### src/rtl/mouse_dev_pkg.sv
// Shared states and byte codes for the PS/2 mouse device FSM.
// Optional MOUSE_DEV_RESEND_EN enables 0xFE resend handling.
package mouse_dev_pkg;

  typedef enum logic [3:0] {
    BAT_AA,
    BAT_ID,
    DISABLED,
    ACK,
    STREAM,
    PKT0,
    PKT1,
    PKT2,
    WAIT_SENT
  } state_t;

  localparam logic [7:0] CMD_RESET   = 8'hFF;
  localparam logic [7:0] CMD_ENABLE  = 8'hF4;
  localparam logic [7:0] CMD_DISABLE = 8'hF5;
  localparam logic [7:0] CMD_RESEND  = 8'hFE;
  localparam logic [7:0] RSP_ACK     = 8'hFA;
  localparam logic [7:0] RSP_ERROR   = 8'hFE;
  localparam logic [7:0] RSP_BAT_OK  = 8'hAA;
  localparam logic [7:0] RSP_DEV_ID  = 8'h00;

  function automatic logic is_stream(state_t s);
    return s inside {STREAM, PKT0, PKT1, PKT2};
  endfunction

  // Where a byte-send state goes once its byte is out.
  function automatic state_t next_send(state_t s);
    unique case (s)
      BAT_AA:  return BAT_ID;
      BAT_ID:  return DISABLED;
      PKT0:    return PKT1;
      PKT1:    return PKT2;
      default: return STREAM;
    endcase
  endfunction

endpackage

### src/rtl/mouse_move_accum.sv
// One-axis 9-bit signed movement accumulator with saturation
// at -256/+255 and a sticky overflow flag.
module mouse_move_accum (
  input  logic       CLK,
  input  logic       RESET,
  input  logic       clear,
  input  logic       add,
  input  logic [7:0] delta,
  output logic [8:0] acc,
  output logic       ovf
);

  logic [9:0] sum;

  assign sum = {acc[8], acc} + {{2{delta[7]}}, delta};

  always_ff @(posedge CLK) begin
    if (RESET) begin
      acc <= '0;
      ovf <= 1'b0;
    end else if (clear) begin
      acc <= add ? {delta[7], delta} : 9'd0;
      ovf <= 1'b0;
    end else if (add) begin
      if (sum[9] ^ sum[8]) begin
        acc <= sum[9] ? 9'h100 : 9'h0FF;
        ovf <= 1'b1;
      end else begin
        acc <= sum[8:0];
      end
    end
  end

endmodule

### src/rtl/mouse_device_sm.sv
// PS/2 mouse device-side protocol FSM: BAT, command acks, stream packets.
// Define MOUSE_DEV_RESEND_EN to answer 0xFE with the last byte sent.
module mouse_device_sm
  import mouse_dev_pkg::*;
#(
  parameter int SAMPLE_PERIOD = 500000
) (
  input  logic       CLK,
  input  logic       RESET,
  input  logic       CMD_READY,
  input  logic [7:0] CMD_BYTE,
  input  logic [1:0] CMD_ERROR,
  output logic       SEND_BYTE,
  output logic [7:0] BYTE_TO_SEND,
  input  logic       BYTE_SENT,
  input  logic       MOVE_VALID,
  input  logic [7:0] MOVE_DX,
  input  logic [7:0] MOVE_DY,
  input  logic [2:0] BUTTONS,
  output logic       STREAM_EN
);

  localparam int CW =
    (SAMPLE_PERIOD > 1) ? $clog2(SAMPLE_PERIOD) : 1;

  state_t state, ret;
  logic   mode_stream;
  logic   pend_v, pend_err;
  logic [7:0] pend_byte;
  logic [7:0] snap_dx, snap_dy;
  logic [2:0] last_btn;
  logic [CW-1:0] cnt;
  logic   clr_q;
`ifdef MOUSE_DEV_RESEND_EN
  logic [7:0] last_sent;
`endif

  logic [8:0] acc_x, acc_y;
  logic       ovf_x, ovf_y;
  logic       acc_add, acc_clr;
  logic       period_done, snap, svc;
  logic       c_v, c_err;
  logic [7:0] c_byte, rsp, status;
  state_t     rsp_ret;
  logic       rsp_mode, rsp_clr;

  assign period_done = cnt == CW'(SAMPLE_PERIOD - 1);
  assign acc_add = MOVE_VALID & STREAM_EN;
  assign acc_clr = snap | clr_q;
  assign status = {ovf_y, ovf_x, acc_y[8], acc_x[8],
                   1'b1, BUTTONS};

  mouse_move_accum u_acc_x (
    .CLK   (CLK),
    .RESET (RESET),
    .clear (acc_clr),
    .add   (acc_add),
    .delta (MOVE_DX),
    .acc   (acc_x),
    .ovf   (ovf_x)
  );

  mouse_move_accum u_acc_y (
    .CLK   (CLK),
    .RESET (RESET),
    .clear (acc_clr),
    .add   (acc_add),
    .delta (MOVE_DY),
    .acc   (acc_y),
    .ovf   (ovf_y)
  );

  // A fresh command wins over the latched one.
  always_comb begin
    c_v      = CMD_READY | pend_v;
    c_byte   = CMD_READY ? CMD_BYTE : pend_byte;
    c_err    = CMD_READY ? (CMD_ERROR != 2'b00) : pend_err;
    rsp      = RSP_ACK;
    rsp_ret  = mode_stream ? STREAM : DISABLED;
    rsp_mode = mode_stream;
    rsp_clr  = 1'b0;
    unique case (1'b1)
      c_err: rsp = RSP_ERROR;
      !c_err && c_byte == CMD_RESET: begin
        rsp_ret  = BAT_AA;
        rsp_mode = 1'b0;
        rsp_clr  = 1'b1;
      end
      !c_err && c_byte == CMD_ENABLE: begin
        rsp_ret  = STREAM;
        rsp_mode = 1'b1;
      end
      !c_err && c_byte == CMD_DISABLE: begin
        rsp_ret  = DISABLED;
        rsp_mode = 1'b0;
      end
`ifdef MOUSE_DEV_RESEND_EN
      !c_err && c_byte == CMD_RESEND: rsp = last_sent;
`endif
      default: ;
    endcase
  end

  assign svc = c_v && (state == STREAM || state == DISABLED ||
                       (state == WAIT_SENT && BYTE_SENT));

  assign snap = state == STREAM && !c_v && period_done &&
                (acc_x != 9'd0 || acc_y != 9'd0 ||
                 BUTTONS != last_btn);

  always_ff @(posedge CLK) begin
    if (RESET) begin
      state        <= BAT_AA;
      ret          <= DISABLED;
      SEND_BYTE    <= 1'b0;
      BYTE_TO_SEND <= RSP_BAT_OK;
      STREAM_EN    <= 1'b0;
      mode_stream  <= 1'b0;
      pend_v       <= 1'b0;
      pend_err     <= 1'b0;
      pend_byte    <= '0;
      snap_dx      <= '0;
      snap_dy      <= '0;
      last_btn     <= '0;
      cnt          <= '0;
      clr_q        <= 1'b0;
`ifdef MOUSE_DEV_RESEND_EN
      last_sent    <= '0;
`endif
    end else begin
      SEND_BYTE <= 1'b0;
      clr_q     <= 1'b0;
      if (snap) cnt <= '0;
      else if (!period_done) cnt <= cnt + 1'b1;
      if (CMD_READY && !svc) begin
        pend_v    <= 1'b1;
        pend_byte <= CMD_BYTE;
        pend_err  <= CMD_ERROR != 2'b00;
      end
      if (svc) begin
        state        <= ACK;
        ret          <= rsp_ret;
        mode_stream  <= rsp_mode;
        clr_q        <= rsp_clr;
        BYTE_TO_SEND <= rsp;
        STREAM_EN    <= 1'b0;
        pend_v       <= 1'b0;
      end else begin
        unique case (state)
          BAT_AA, BAT_ID, ACK, PKT0, PKT1, PKT2: begin
            SEND_BYTE <= 1'b1;
            state     <= WAIT_SENT;
            if (state != ACK) ret <= next_send(state);
`ifdef MOUSE_DEV_RESEND_EN
            last_sent <= BYTE_TO_SEND;
`endif
          end
          WAIT_SENT: if (BYTE_SENT) begin
            state     <= ret;
            STREAM_EN <= is_stream(ret);
            unique case (ret)
              BAT_AA:  BYTE_TO_SEND <= RSP_BAT_OK;
              BAT_ID:  BYTE_TO_SEND <= RSP_DEV_ID;
              PKT1:    BYTE_TO_SEND <= snap_dx;
              PKT2:    BYTE_TO_SEND <= snap_dy;
              default: ;
            endcase
          end
          STREAM: if (snap) begin
            state        <= PKT0;
            BYTE_TO_SEND <= status;
            snap_dx      <= acc_x[7:0];
            snap_dy      <= acc_y[7:0];
            last_btn     <= BUTTONS;
          end
          default: ;
        endcase
      end
    end
  end

endmodule

### config.mk
export PLATFORM = sky130hd
export DESIGN_NAME = mouse_device_sm
export DESIGN_NICKNAME = d
export VERILOG_FILES = /design/src/rtl/mouse_dev_pkg.sv /design/src/rtl/mouse_move_accum.sv /design/src/rtl/mouse_device_sm.sv
export SDC_FILE = /design/constraint.sdc
export NUM_CORES = 1
export LEC_CHECK = 0
export CAP_MARGIN = 20
export CORE_MARGIN = 3
export CORE_UTILIZATION = 58
export DETAILED_ROUTE_END_ITERATION = 8
export PLACE_DENSITY = 0.8
export SLEW_MARGIN = 15
export SYNTH_ARGS = -nofsm -noshare
export SYNTH_HDL_FRONTEND = slang
export SYNTH_SLANG_ARGS = --single-unit
### constraint.sdc
create_clock -name CLK -period 3.84 [get_ports CLK]
set_clock_uncertainty 0.2 [all_clocks]
set_input_delay 0.96 -clock CLK [delete_from_list [all_inputs] [get_ports CLK]]
set_output_delay 0.96 -clock CLK [all_outputs]
set_load 0.01 [all_outputs]
==> results.md <==
- Outcome: complete, no violations
- Max layer used: met4
- Minimum period implied by the final worst setup slack: 3470 ps
- Share of flip-flops with an asynchronous set or reset: 0
- Number of max-slew violations in the final report: 0
- Clock slew seen by the registers of the worst setup and hold paths: 80 ps
- Total Routed Length: around 12,000 um
- Die outline width: 98.0 um
- Yosys cell types: 63
- Instance count of the mapped netlist: 602
- Row count: 32
- Data arrival time of the critical path: 3540 ps
- GPL Wtd Cong: 0.875
- Final Net Count: around 700
- Metal2 WL: 5620 um
- H-Tree Depth: 3
- Post-Layout Inst Area: 0.00559 mm^2
- 1st-pass router iterations: 6
- Required time of the critical path: 3900 ps
- Ant diodes: 0
- Kind of capture point of the worst setup path: register
- Layout overhead on the synthesized area: 13.9%
- Effective utilization at floorplan: 0.616
- Top-level I/O count: 44
- Routed via count: roughly 4,600
- Leading post-synthesis cells by cell area: sky130_fd_sc_hd__dfxtp_1, sky130_fd_sc_hd__a21oi_1, sky130_fd_sc_hd__mux2i_1, sky130_fd_sc_hd__nor2_1, sky130_fd_sc_hd__ha_1
- Cell type with the largest total area after synthesis: sky130_fd_sc_hd__dfxtp_1
- Sequential-to-total area share from yosys stat: 0.355
- Die area: 0.00960 mm^2
- Vias in the first global route: between 4,000 and 5,000
- Hold-fix buffers at CTS: 0
- Sort of element at the start of the critical path: input port
- Final hold violation count: 0
- Sink count of the clock tree: 87
- Global route total overflow: 0
- Post-detail-place hpwl: 8630 um
- Ys Warns: 0
- Average instance area after synthesis: 8.15 um^2
- Share of cells above drive strength 1: 0.0655
- Placed standard-cell area: around 0.0054 mm^2
- Total of fill cells in the finished design: 649
- Part of the cycle the worst path needs: 0.904
- Final routed DRC violation total: 0
- Leakage power summed over all cells: 2.19 nW
- Antenna violation net count after detailed routing: 0
- Max cap viols: 0
- Largest net degree at the start of global routing: 56
- Routed length per placed instance: 15.9 um
- DIE HEIGHT: 98.0 um
- Skew-Pair Late Insertion Delay: 370 ps
- Hold crit path type: reg2reg
- Port bufs: 43
- All-Layer GR Usage: 0.253
- RSZ-0062 raised after global routing: no
- Clock buffer count from CTS: 9
- Routed length on met3: ~830 um
- First-pass GRT wire length: a little over 20,000 um
- Post-route met1 wirelength: 5310 um
- Final setup violation count: 0
- Number of buffers inserted to repair setup after CTS: 0
- Setup slack of the worst register-to-register path: 980 ps
- Worst supply voltage drop on vdd: 0.243 mV
- Synthesis-stage register bit count: 87
- DRT iter0 DRCs: 228
- Number of buffers between clock root and the deepest sink: 2
- Biggest fanout along the worst timing path: 8
- Dominant register cell in the synthesized netlist: sky130_fd_sc_hd__dfxtp_1
- Category of the most critical setup path: in2reg
- Synth cell count leaders: sky130_fd_sc_hd__dfxtp_1, sky130_fd_sc_hd__nor2_1, sky130_fd_sc_hd__nand2_1
- Achievable clock frequency: 288 MHz
- Clock tree from TritonCTS: done
- Rel. slew slack: 0.541
- Overall power consumption: 2.38 mW
- Total core area: about 0.0080 mm^2
- Ratio of total power to cell area: about 430 mW/mm^2
- Post-synth design cell area: 0.00491 mm^2
- Worst-Margin Slew: 687 ps
- Root Buffer: sky130_fd_sc_hd__clkbuf_8
- Number of flops mapped to enable cells by yosys: 0
- Mapped Nets: 657
- Top-area cell type share of the netlist area: 0.355
- Antenna violations before repair: 0
- Detail-routed via count per cell: slightly above 6
- Most used standard cell by instance count after synthesis: sky130_fd_sc_hd__dfxtp_1
## report_power, final
part / switching (mW) / total [mW] / internal [mW]
Combinational: 0.381 / 0.680 / 0.300
Clock: 0.342 / 0.596 / 0.255
Sequential: 0.124 / 1.11 / 0.984
## cells by family (layout without fill, tap and decap cells)
| group | count (synthesis) | count (layout) | share of synthesized area |
|---|---|---|---|
| AOI/OAI and AO/OA | 166 | 166 | 0.214 |
| and+or+nand+nor | 216 | 216 | 0.215 |
| adders and majority gates | 22 | 22 | 0.0586 |
| muxes | 29 | 29 | 0.0597 |
| DFF | 87 | 87 | 0.355 |
| buffers and inverters | 52 | 91 | 0.0444 |
| xor gates and xnor gates | 30 | 30 | 0.0535 |
## sequential cells by signal, summed over array words and instances, names as in the netlist, 3 cells and up
name / count
snap_dy: 8
snap_dx: 8
BYTE_TO_SEND: 8
state: 4
u_acc_y.acc: 9
last_btn: 3
pend_byte: 8
cnt: 19
ret: 3
u_acc_x.acc: 9
## what timing repair did
action | 4_1_cts | 5_1_grt
setup endpoints to repair | 0 | 2
resized for setup | 0 | 1
hold endpoints to repair | 0 | 0
## cell usage in the layout (no fill, tap or decap), drive strengths merged, types with 6 or more instances in the layout
| cell | instances |
|---|---|
| nand3 | 23 |
| and3 | 8 |
| a21oi | 59 |
| clkdlybuf4s50 | 42 |
| a21o | 8 |
| clkbuf | 10 |
| mux2i | 27 |
| buf | 13 |
| inv | 20 |
| nor2 | 71 |
| o211ai | 9 |
| nand4 | 10 |
| nor3 | 9 |
| a22oi | 11 |
| xor2 | 11 |
| o21ai | 37 |
| ha | 19 |
| nand2 | 60 |
| dfxtp | 87 |
| xnor2 | 19 |
| and2 | 6 |
## path summary, 6_finish.rpt
path                  start              to  depth (start not counted)
max              MOVE_DY[0]  u_acc_y.acc[1]                         11
min            pend_byte[7]    pend_byte[7]                          2
max reg2reg  u_acc_y.acc[3]     u_acc_x.ovf                          6
min reg2reg    pend_byte[7]    pend_byte[7]                          2
## critical path: stages
cell and delay (ps):
sky130_fd_sc_hd__clkdlybuf4s50_1 510, sky130_fd_sc_hd__ha_1 180, sky130_fd_sc_hd__inv_1 60, sky130_fd_sc_hd__fa_1 400
sky130_fd_sc_hd__nor2b_1 160, sky130_fd_sc_hd__o31a_1 160, sky130_fd_sc_hd__a41oi_1 140, sky130_fd_sc_hd__xnor2_1 230
sky130_fd_sc_hd__and2_1 350, sky130_fd_sc_hd__o21ai_0 130, sky130_fd_sc_hd__a221oi_1 250
## stage by stage
| step | cells | utilization | hold slack, ps | worst slack, ps | setup TNS, ps |
|---|---|---|---|---|---|
| after floorplan | 602 | - | 232 | 604 | 0 |
| after global placement | 727 | 0.679 | 240 | 78.7 | 0 |
| after detailed placement | 727 | 0.679 | 269 | -30.8 | -61.3 |
| after CTS | 743 | 0.702 | 280 | 333 | 0 |
| after global routing | 743 | 0.702 | 290 | 137 | 0 |
| final | 743 | 0.702 | 275 | 368 | 0 |
## final cells by class
type	count	area (um^2)	area share
sequential	87	1740	0.311
clock buffer	10	138	0.0246
tap	102	128	0.0228
multi-input combinational	463	2950	0.527
timing repair buffer	55	515	0.0922
inverter	20	75.1	0.0134
clock inverter	6	46.3	0.00828
## metal layers
metal / up-vias / global-route usage
li1: 2228 / -
met1: 2170 / 0.344
met2: 163 / 0.412
met3: 10 / 0.0564
met4: 0 / 0.0607
met5: - / 0
(Power assumes the default switching activity.)
